--- src/rtl/even_parity_serial_tx.sv ---
// rtl/even_parity_serial_tx.sv - serial transmitter framing each word as start, data LSB-first, even parity, stop
module even_parity_serial_tx #(
    parameter int DATA_W       = 4,
    parameter int CLKS_PER_BIT = 4
) (
    input  logic              clk,
    input  logic              rst,
    input  logic              in_valid,
    input  logic [DATA_W-1:0] in_data,
    output logic              in_ready,
    output logic              tx,
    output logic              busy,
    output logic              frame_done
);

    localparam int CLK_W = (CLKS_PER_BIT > 1) ? $clog2(CLKS_PER_BIT) : 1;
    localparam int BIT_W = (DATA_W > 1) ? $clog2(DATA_W) : 1;
    localparam logic [CLK_W-1:0] CLK_LAST = CLK_W'(CLKS_PER_BIT - 1);
    localparam logic [BIT_W-1:0] BIT_LAST = BIT_W'(DATA_W - 1);

    typedef enum logic [2:0] {
        S_IDLE   = 3'd0,
        S_START  = 3'd1,
        S_DATA   = 3'd2,
        S_PARITY = 3'd3,
        S_STOP   = 3'd4
    } state_t;

    state_t            state_q, state_d;
    logic [CLK_W-1:0]  clk_cnt_q, clk_cnt_d;
    logic [BIT_W-1:0]  bit_cnt_q, bit_cnt_d;
    logic [DATA_W-1:0] shift_q, shift_d;
    logic              parity_q, parity_d;
    logic              tx_q, tx_d;
    logic              accept;
    logic              bit_end;

    assign in_ready   = (state_q == S_IDLE) & ~rst;
    assign accept     = in_valid & in_ready;
    assign bit_end    = (clk_cnt_q == CLK_LAST);
    assign busy       = (state_q != S_IDLE);
    assign frame_done = (state_q == S_STOP) & bit_end;
    assign tx         = tx_q;

    // Next-state, bit timing and the line level that the next state will drive.
    always_comb begin
        state_d   = state_q;
        clk_cnt_d = clk_cnt_q;
        bit_cnt_d = bit_cnt_q;
        shift_d   = shift_q;
        parity_d  = parity_q;
        tx_d      = 1'b1;

        if (state_q == S_IDLE) begin
            if (accept) begin
                state_d   = S_START;
                clk_cnt_d = '0;
                bit_cnt_d = '0;
                shift_d   = in_data;
                parity_d  = ^in_data;
            end
        end else if (!bit_end) begin
            clk_cnt_d = clk_cnt_q + 1'b1;
        end else begin
            clk_cnt_d = '0;
            case (state_q)
                S_START: state_d = S_DATA;
                S_DATA: begin
                    shift_d = shift_q >> 1;
                    if (bit_cnt_q == BIT_LAST) begin
                        bit_cnt_d = '0;
                        state_d   = S_PARITY;
                    end else begin
                        bit_cnt_d = bit_cnt_q + 1'b1;
                    end
                end
                S_PARITY: state_d = S_STOP;
                default:  state_d = S_IDLE;
            endcase
        end

        // tx is registered, so it is derived from the upcoming state and data.
        case (state_d)
            S_START:  tx_d = 1'b0;
            S_DATA:   tx_d = shift_d[0];
            S_PARITY: tx_d = parity_d;
            default:  tx_d = 1'b1;
        endcase
    end

    // State and datapath registers; reset abandons any frame in flight.
    always_ff @(posedge clk) begin
        if (rst) begin
            state_q   <= S_IDLE;
            clk_cnt_q <= '0;
            bit_cnt_q <= '0;
            shift_q   <= '0;
            parity_q  <= 1'b0;
            tx_q      <= 1'b1;
        end else begin
            state_q   <= state_d;
            clk_cnt_q <= clk_cnt_d;
            bit_cnt_q <= bit_cnt_d;
            shift_q   <= shift_d;
            parity_q  <= parity_d;
            tx_q      <= tx_d;
        end
    end

endmodule
--- config.mk ---
export PLATFORM = sky130hd
export DESIGN_NAME = even_parity_serial_tx
export DESIGN_NICKNAME = d
export VERILOG_FILES = /design/src/rtl/even_parity_serial_tx.sv
export SDC_FILE = /design/constraint.sdc
export NUM_CORES = 1
export LEC_CHECK = 0
export ABC_AREA = 0
export BUFFER_PORTS_ARGS = -buffer_cell sky130_fd_sc_hd__clkbuf_2
export CORE_MARGIN = 2
export CORE_UTILIZATION = 41
export DETAILED_ROUTE_END_ITERATION = 12
export GPL_ROUTABILITY_DRIVEN = 0
export PLACE_DENSITY_LB_ADDON = 0.3
export SYNTH_ARGS = -nofsm -noshare
export SYNTH_HDL_FRONTEND = slang
export SYNTH_SLANG_ARGS = --single-unit
--- constraint.sdc ---
create_clock -name clk -period 3.4 [get_ports clk]
set_clock_uncertainty 0.05 [all_clocks]
set_input_delay 0.68 -clock clk [delete_from_list [all_inputs] [get_ports clk]]
set_output_delay 0.68 -clock clk [all_outputs]
set_load 0.05 [all_outputs]
# Word level (Yosys, flattened, before mapping)
# Cells that the tools add are included.
dict set report totals {
  reg_bits 13
  in_bits 7
  output_inout_bits 4
  elab_cells 48
}
dict set report op_classes {
  addsub 2
  n_eq_ne 10
  muxes 19
  bitwise 4
  n_reduce_logical 6
}
# cell n
set ops {}
lappend ops {{two-way mux 4 bit} 4}
lappend ops {{two-way mux 2 bit} 7}
lappend ops {{== test 3 x 2 -> 1 bit, second input constant} 4}
lappend ops {{two-way mux 3 bit} 4}
lappend ops {{one-hot mux 3 bit (3 select lines)} 1}
lappend ops {{== test 3 x 1 -> 1 bit, second input constant} 2}
lappend ops {{adder 2 x 1 -> 2 bit, second input constant} 2}
lappend ops {{== test 2 bit, second input constant} 2}
lappend ops {{nonzero test 2 bit} 2}
lappend ops {{parity 4 bit} 1}
lappend ops {{bitwise AND 1 bit} 3}
lappend ops {{== test 3 bit, second input constant} 1}
lappend ops {{logical NOT 3 bit} 1}
lappend ops {{one-hot mux 1 bit (3 select lines)} 1}
lappend ops {{AND reduction 3 bit} 1}
lappend ops {{nonzero test 3 bit} 1}
lappend ops {{two-way mux 1 bit} 2}
lappend ops {{!= test 2 bit, second input constant} 1}
lappend ops {{NOT 1 bit} 1}

# Longest topological paths before layout
# Gate-level depths: netlist of run 1.
dict set report logic_depth {
  depth_word 7
  ltp_mapped 7
  mapped_depth_nobuf 5
}

# Worst setup path after synthesis of run 1
# OpenSTA, ideal clock, no wires.
dict set report synth_timing {
  kind {reg2out}
  startpoint {register clk_cnt_q[0]}
  endpoint {output port frame_done}
  arrival_ns 1.728
  required_ns 2.670
  setup_slack_ns 0.942
  stages_incl_launch_ff 5
  n_path_buf 1
  cell_sequence {dfxtp_1 -> ha_1 -> buf_2 -> nand2_1 -> nor3_1}
}
dict set report synth_via {
  elab_chain_cells 2
}
# item line
set synth_rtl {}
lappend synth_rtl {{from (decl)} 30} ;# logic [CLK_W-1:0] clk_cnt_q, clk_cnt_d;
lappend synth_rtl {{from (signal assigned)} 102} ;# clk_cnt_q <= clk_cnt_d;
lappend synth_rtl {{== test 2 bit} 40} ;# assign bit_end = (clk_cnt_q == CLK_LAST);
lappend synth_rtl {{bitwise AND 1 bit} 42} ;# assign frame_done = (state_q == S_STOP) & bit_end;
lappend synth_rtl {{to (decl)} 13} ;# output logic frame_done
# No other way between the ends.

# Worst setup path in the final report of run 1
dict set report layout_timing {
  startpoint {register state_q[1]}
  endpoint {output port in_ready}
}
dict set report layout_via {
  elab_chain_cells 2
}
# item line
set layout_rtl {}
lappend layout_rtl {{from (decl)} 29} ;# state_t state_q, state_d;
lappend layout_rtl {{from (signal assigned)} 101} ;# state_q <= state_d;
lappend layout_rtl {{logical NOT 3 bit} 38} ;# assign in_ready = (state_q == S_IDLE) & ~rst;
lappend layout_rtl {{bitwise AND 1 bit} 38}
lappend layout_rtl {{to (decl)} 10} ;# output logic in_ready,
# No other way between the ends.

==> results of run 1 <==
## kinds of logic after synthesis
family          Yosys count  share of synthesized area
simple gates             32                      0.267
compound gates           21                      0.208
flops                    13                      0.350
buf+inv                  11                     0.0806
xor+xnor                  4                     0.0471
fa+ha+maj                 2                     0.0336
mux                       1                     0.0134
## sequential cells by signal (all words and copies together) (netlist names)
signal,cells
bit_cnt_q,2
clk_cnt_q,2
parity_q,1
shift_q,4
state_q,3
tx,1
## routing by layer
metal | vias to the layer above | global-route usage
met5 | - | 0
li1 | 318 | -
met2 | 17 | 0.222
met1 | 281 | 0.201
met3 | 2 | 0.0745
met4 | 0 | 0.0556
## final cells by class
type	count	share of cell area
Multi-Input combinational cell	60	0.523
Timing Repair Buffer	10	0.0617
Inverter	5	0.0231
Clock buffer	4	0.0324
Sequential cell	13	0.321
Tap cell	25	0.0386
## report_power, final
group / switching, uW / internal (uW)
registers: 5.09 / 159
clock network: 52.2 / 45.5
logic: 30.1 / 18.2
total: 87.4 / 222
## worst paths after layout
kind	startpoint	to	cells past startpoint
max	state_q[1]$_SDFF_PP0_	in_ready	4
min	shift_q[2]$_SDFFE_PP0P_	shift_q[2]$_SDFFE_PP0P_	2
max reg2reg	clk_cnt_q[0]$_SDFFE_PP0P_	tx$_SDFF_PP1_	5
min reg2reg	shift_q[2]$_SDFFE_PP0P_	shift_q[2]$_SDFFE_PP0P_	2
## worst max-delay path, stage by stage, from the launching register on
cell,delay [ps]
dfxtp_1,450
nor3_4,290
inv_2,130
nor2_1,100
clkbuf_2,280
## cell usage after synthesis (all sizes together), types with 3 or more instances
library cell / n / area [um2]
inv: 5 / 18.8
nor2: 9 / 41.3
buf: 5 / 37.5
a21oi: 6 / 30.0
xnor2: 4 / 35.0
nor3: 4 / 31.3
nand3: 6 / 30.0
o211ai: 3 / 27.5
dfxtp: 13 / 260
nand2: 5 / 18.8
## per-stage QoR
step,setup WS [ps],cell area [um2],instances
after global placement,1390,785,113
after floorplan,942,744,84
after global routing,1020,811,117
after CTS,1130,811,117
after detailed placement,1380,785,113
final,1140,811,117
==> out/summary.txt, run 1 <==
synthesized flop and latch total: 13
number of synthesized flops with an enable pin: 0
Num CTS Buffers: 3
I/O Pins: 11
met2 wire len: 634 um
P&R area growth vs syn: 8.91%
flop2flop setup slack: 1710 ps
clk buf depth: 2
Peak VDD IR: 0.000240 V
CP Class: flip-flop to primary output
setup tns final: 0 ps
CP startpoint kind: flip-flop
wl on met1: 709 um
DIE HEIGHT: 46.6 um
Syn Std Cell Area: 744 um2
Seq/Total Area, Yosys: 0.350
period utilisation layout: 0.664
GRT Overall Usage: 0.155
IO buf count: 10
chip width: 46.6 um
post-synth cell types: 36
Syn Nets: 93
PwrDens: 382 mW/mm2
register area: 260 um2
n_diodes: 0
floorplan row count: 15
post_cts resized: 0
Syn Area/Cell: 8.86 um2
hpwl dp: 1020 um
Syn Inst Count: 84
multi-input logic area: 424 um2
Min Hold Slack: 422 ps
highest metal used: met4
fin nets: 102
drt wl/cell: 12.2 um
pin count of the biggest net entering global routing: 14
detailed-route DRC error count: 0
CTS tree: done
# H-tree levels: 1
Post-CTS Setup Inserts: 0
Post-DRT Antenna Nets: 0
CTS Hold Buffers Added: 0
clock slew at reported path FFs: 90 ps
root buf cell: clkbuf_4
met3 wire length: 68 um
share of the core filled with cells: 0.475
most frequent cells in the layout: dfxtp_1, clkbuf_2, nor2_1
clock sink count: 13
Vias/cell: 5.28
yosys warns: 0
achievable frequency: 443 MHz
Slew Limit Headroom: 0.715
initial drt markers: 16
outcome: finished, final reports clean
worst path arrival time: 1530 ps
CP Capture Type: primary output
number of global-route vias before repair: 521
RSZ-0062 raised after global routing: false
first-pass GRT wire length: 2330 um
Crit Path Max Fanout: 10
WL final: 1430 um
Worst Hold Class: flip-flop to flip-flop
grt ovf: 0
commonest non-fill, non-tap cell in the layout: dfxtp_1
setup violators final: 0
via count: 618
Slew Limit Fails: 0
leak pwr: 0.000319 uW
drt pass-1 iters: 4
initial antenna violation count: 0
Clk Latency, worst-skew pair: 280 ps
Tot Pwr: 310 uW
initial core utilization: 0.436
Filler cells: 180
Worst Max-Slew Pin Slew: 428 ps
DIE AREA: 0.00217 mm2
Final Hold Violating Endpoints: 0
share of cells above drive strength 1: 0.228
CORE AREA: 0.00171 mm2
final period demand of the worst path: 2260 ps
Crit path required time: 2670 ps
Async S/R FF share, synth: 0
ys flop type: dfxtp_1
Max-cap violations: 0
Power figures use the tool's default switching activity.
==> run 2, diff against run 1 <==
--- a/config.mk
+++ b/config.mk
@@ -5,7 +5,7 @@
 export SDC_FILE = /design/constraint.sdc
 export NUM_CORES = 1
 export LEC_CHECK = 0
-export ABC_AREA = 0
+export ABC_AREA = 1
 export BUFFER_PORTS_ARGS = -buffer_cell sky130_fd_sc_hd__clkbuf_2
 export CORE_MARGIN = 2
 export CORE_UTILIZATION = 41
==> constraint.sdc (replaced) <==
create_clock -name clk -period 2.15 [get_ports clk]
set_clock_uncertainty 0.05 [all_clocks]
set_input_delay 0.43 -clock clk [delete_from_list [all_inputs] [get_ports clk]]
set_output_delay 0.43 -clock clk [all_outputs]
set_load 0.05 [all_outputs]
==> run 2 against run 1 <==
Effect of this change:
- via count up 21%
- register-to-register slack worse by 1100 ps
- die area up 4.4%
- critical path type unchanged
==> out/summary.txt, run 2 <==
Crit path required time: 1670 ps
Syn Inst Count: 120
setup violators final: 0
setup tns final: 0 ps
ys flop type: dfxtp_1
Worst Hold Class: input port to flip-flop
Syn Nets: 129
most frequent cells in the layout: nand2_1, dfxtp_1, inv_1
max reg flops: 4
period utilisation layout: 0.875
root buf cell: clkbuf_4
worst path arrival time: 1400 ps
Syn Area/Cell: 6.51 um2
clk buf depth: 2
number of global-route vias before repair: 707
worst min-delay path startpoint: in_data[3]
Synth area leaders: dfxtp_1, nand2_1, a21oi_1, inv_1, nor2_4
post-synth cell types: 22
initial core utilization: 0.443
WP depth: 4
# H-tree levels: 1
Regs by FF count: shift_q (4), state_q (3)
achievable frequency: 532 MHz
share of cells above drive strength 1: 0.211
Worst Max-Slew Pin Slew: 277 ps
Clk Latency, worst-skew pair: 280 ps
Final Hold Violating Endpoints: 0
initial antenna violation count: 0
most frequent cell after synthesis: nand2_1
Seq/Total Area, Yosys: 0.333
fin nets: 143
CTS Hold Buffers Added: 0
number of synthesized flops with an enable pin: 0
flop2flop setup slack: 650 ps
post_cts resized: 0
leak pwr: 0.000441 uW
chip width: 47.6 um
final period demand of the worst path: 1880 ps
Max-cap violations: 0
Slew Limit Fails: 0
via count: 746
FF-to-FF Start: clk_cnt_q[0]$_SDFFE_PP0P_
IO buf count: 10
Placed Instances: 154
synth cell count leaders: nand2_1, dfxtp_1, inv_1
Yosys top cell by area: dfxtp_1
I/O Pins: 11
Peak VDD IR: 0.000411 V
slowest cell delay on critical path: 350 ps
floorplan row count: 15
Slew Limit Headroom: 0.816
yosys warns: 0
DIE AREA: 0.00227 mm2
pin count of the biggest net entering global routing: 11
CTS tree: done
slowest CP cell: dfxtp_1
Num CTS Buffers: 3
RSZ-0062 raised after global routing: false
Largest Register: shift_q
P&R area growth vs syn: 12.8%
post-synth top area share: 0.333
Post-CTS Setup Inserts: 0
initial drt markers: 12
clock sink count: 13
Crit Path Max Fanout: 5
Filler cells: 200
clock slew at reported path FFs: 80 ps
DIE HEIGHT: 47.6 um
Syn Std Cell Area: 781 um2
PwrDens: 607 mW/mm2
CP Class: flip-flop to primary output
outcome: finished, final reports clean
hpwl dp: 1230 um
Post-DRT Antenna Nets: 0
commonest non-fill, non-tap cell in the layout: nand2_1
synthesized flop and latch total: 13
Vias/cell: 4.72
CP startpoint kind: flip-flop
drt wl/cell: 10.1 um
final cell count without fillers: 158
CORE AREA: 0.00176 mm2
WL final: 1590 um
n_diodes: 0
GRT Overall Usage: 0.170
CP Capture Type: primary output
largest delay contributor family on the critical path: flip-flops
Min-Delay Endpoint: shift_q[3]$_SDFFE_PP0P_
critical path buffer and inverter count: 1
grt ovf: 0
drt pass-1 iters: 5
Async S/R FF share, synth: 0
reg2reg end: tx$_SDFF_PP1_
R2R cell count: 10
hold path cells: 3
crit path cell chain: ha_1, nand2_1, nor2_1, clkbuf_2
detailed-route DRC error count: 0
first-pass GRT wire length: 2760 um
run 2: layer usage:
layer / GRT usage / routed length (um) / up-vias
li1: - / - / 401
met1: 0.217 / 790 / 332
met2: 0.292 / 729 / 9
met3: 0.0226 / 40 / 4
met4: 0.0649 / 28 / 0
met5: 0 / 0 / -
run 2: worst max-delay path by stage:
stage | startpoint | end | slack (ps)
3_5_place_dp | rst | in_ready | 480
4_1_cts | clk_cnt_q[0]$_SDFFE_PP0P_ | frame_done | 270
5_1_grt | clk_cnt_q[0]$_SDFFE_PP0P_ | frame_done | 190
2_1_floorplan | clk_cnt_q[0]$_SDFFE_PP0P_ | frame_done | 350
3_3_place_gp | rst | in_ready | 500
6_report | clk_cnt_q[0]$_SDFFE_PP0P_ | frame_done | 270
run 2: cells by family (layout without fill, tap and decap cells):
group	Yosys count	count (layout)	share of synthesized area
DFF	13	13	0.333
adders and majority gates	2	2	0.0320
AOI/OAI and AO/OA	15	15	0.101
and+or+nand+nor	72	72	0.439
buffers and inverters	18	31	0.0946
run 2: stage by stage:
step           total power (uW)  utilization  hold WS, ps  cell area (um2)  worst slack, ps
2_1_floorplan               361            -          378              781              354
3_3_place_gp                385        0.484          399              855              496
3_5_place_dp                388        0.484          407              855              478
4_1_cts                     537        0.499          381              881              267
5_1_grt                     562        0.499          399              881              191
6_report                    535        0.499          371              881              269
run 2: area by class of cell:
| type | instances | area [um2] | area share |
|---|---|---|---|
| Timing Repair Buffer | 10 | 50.0 | 0.0568 |
| Sequential cell | 13 | 260 | 0.295 |
| Inverter | 17 | 66.3 | 0.0753 |
| Tap cell | 25 | 31.3 | 0.0355 |
| Clock buffer | 4 | 26.3 | 0.0298 |
| Multi-Input combinational cell | 89 | 447 | 0.507 |
run 2: worst min-delay path, stage by stage:
cell	delay (ps)
clkbuf_2	110
nand2_1	60
a21oi_1	60
run 2: power breakdown:
group,internal (uW),switching (uW)
Clock,72.1,80.9
Sequential,256,9.60
Combinational,37.7,78.7
Total,366,169
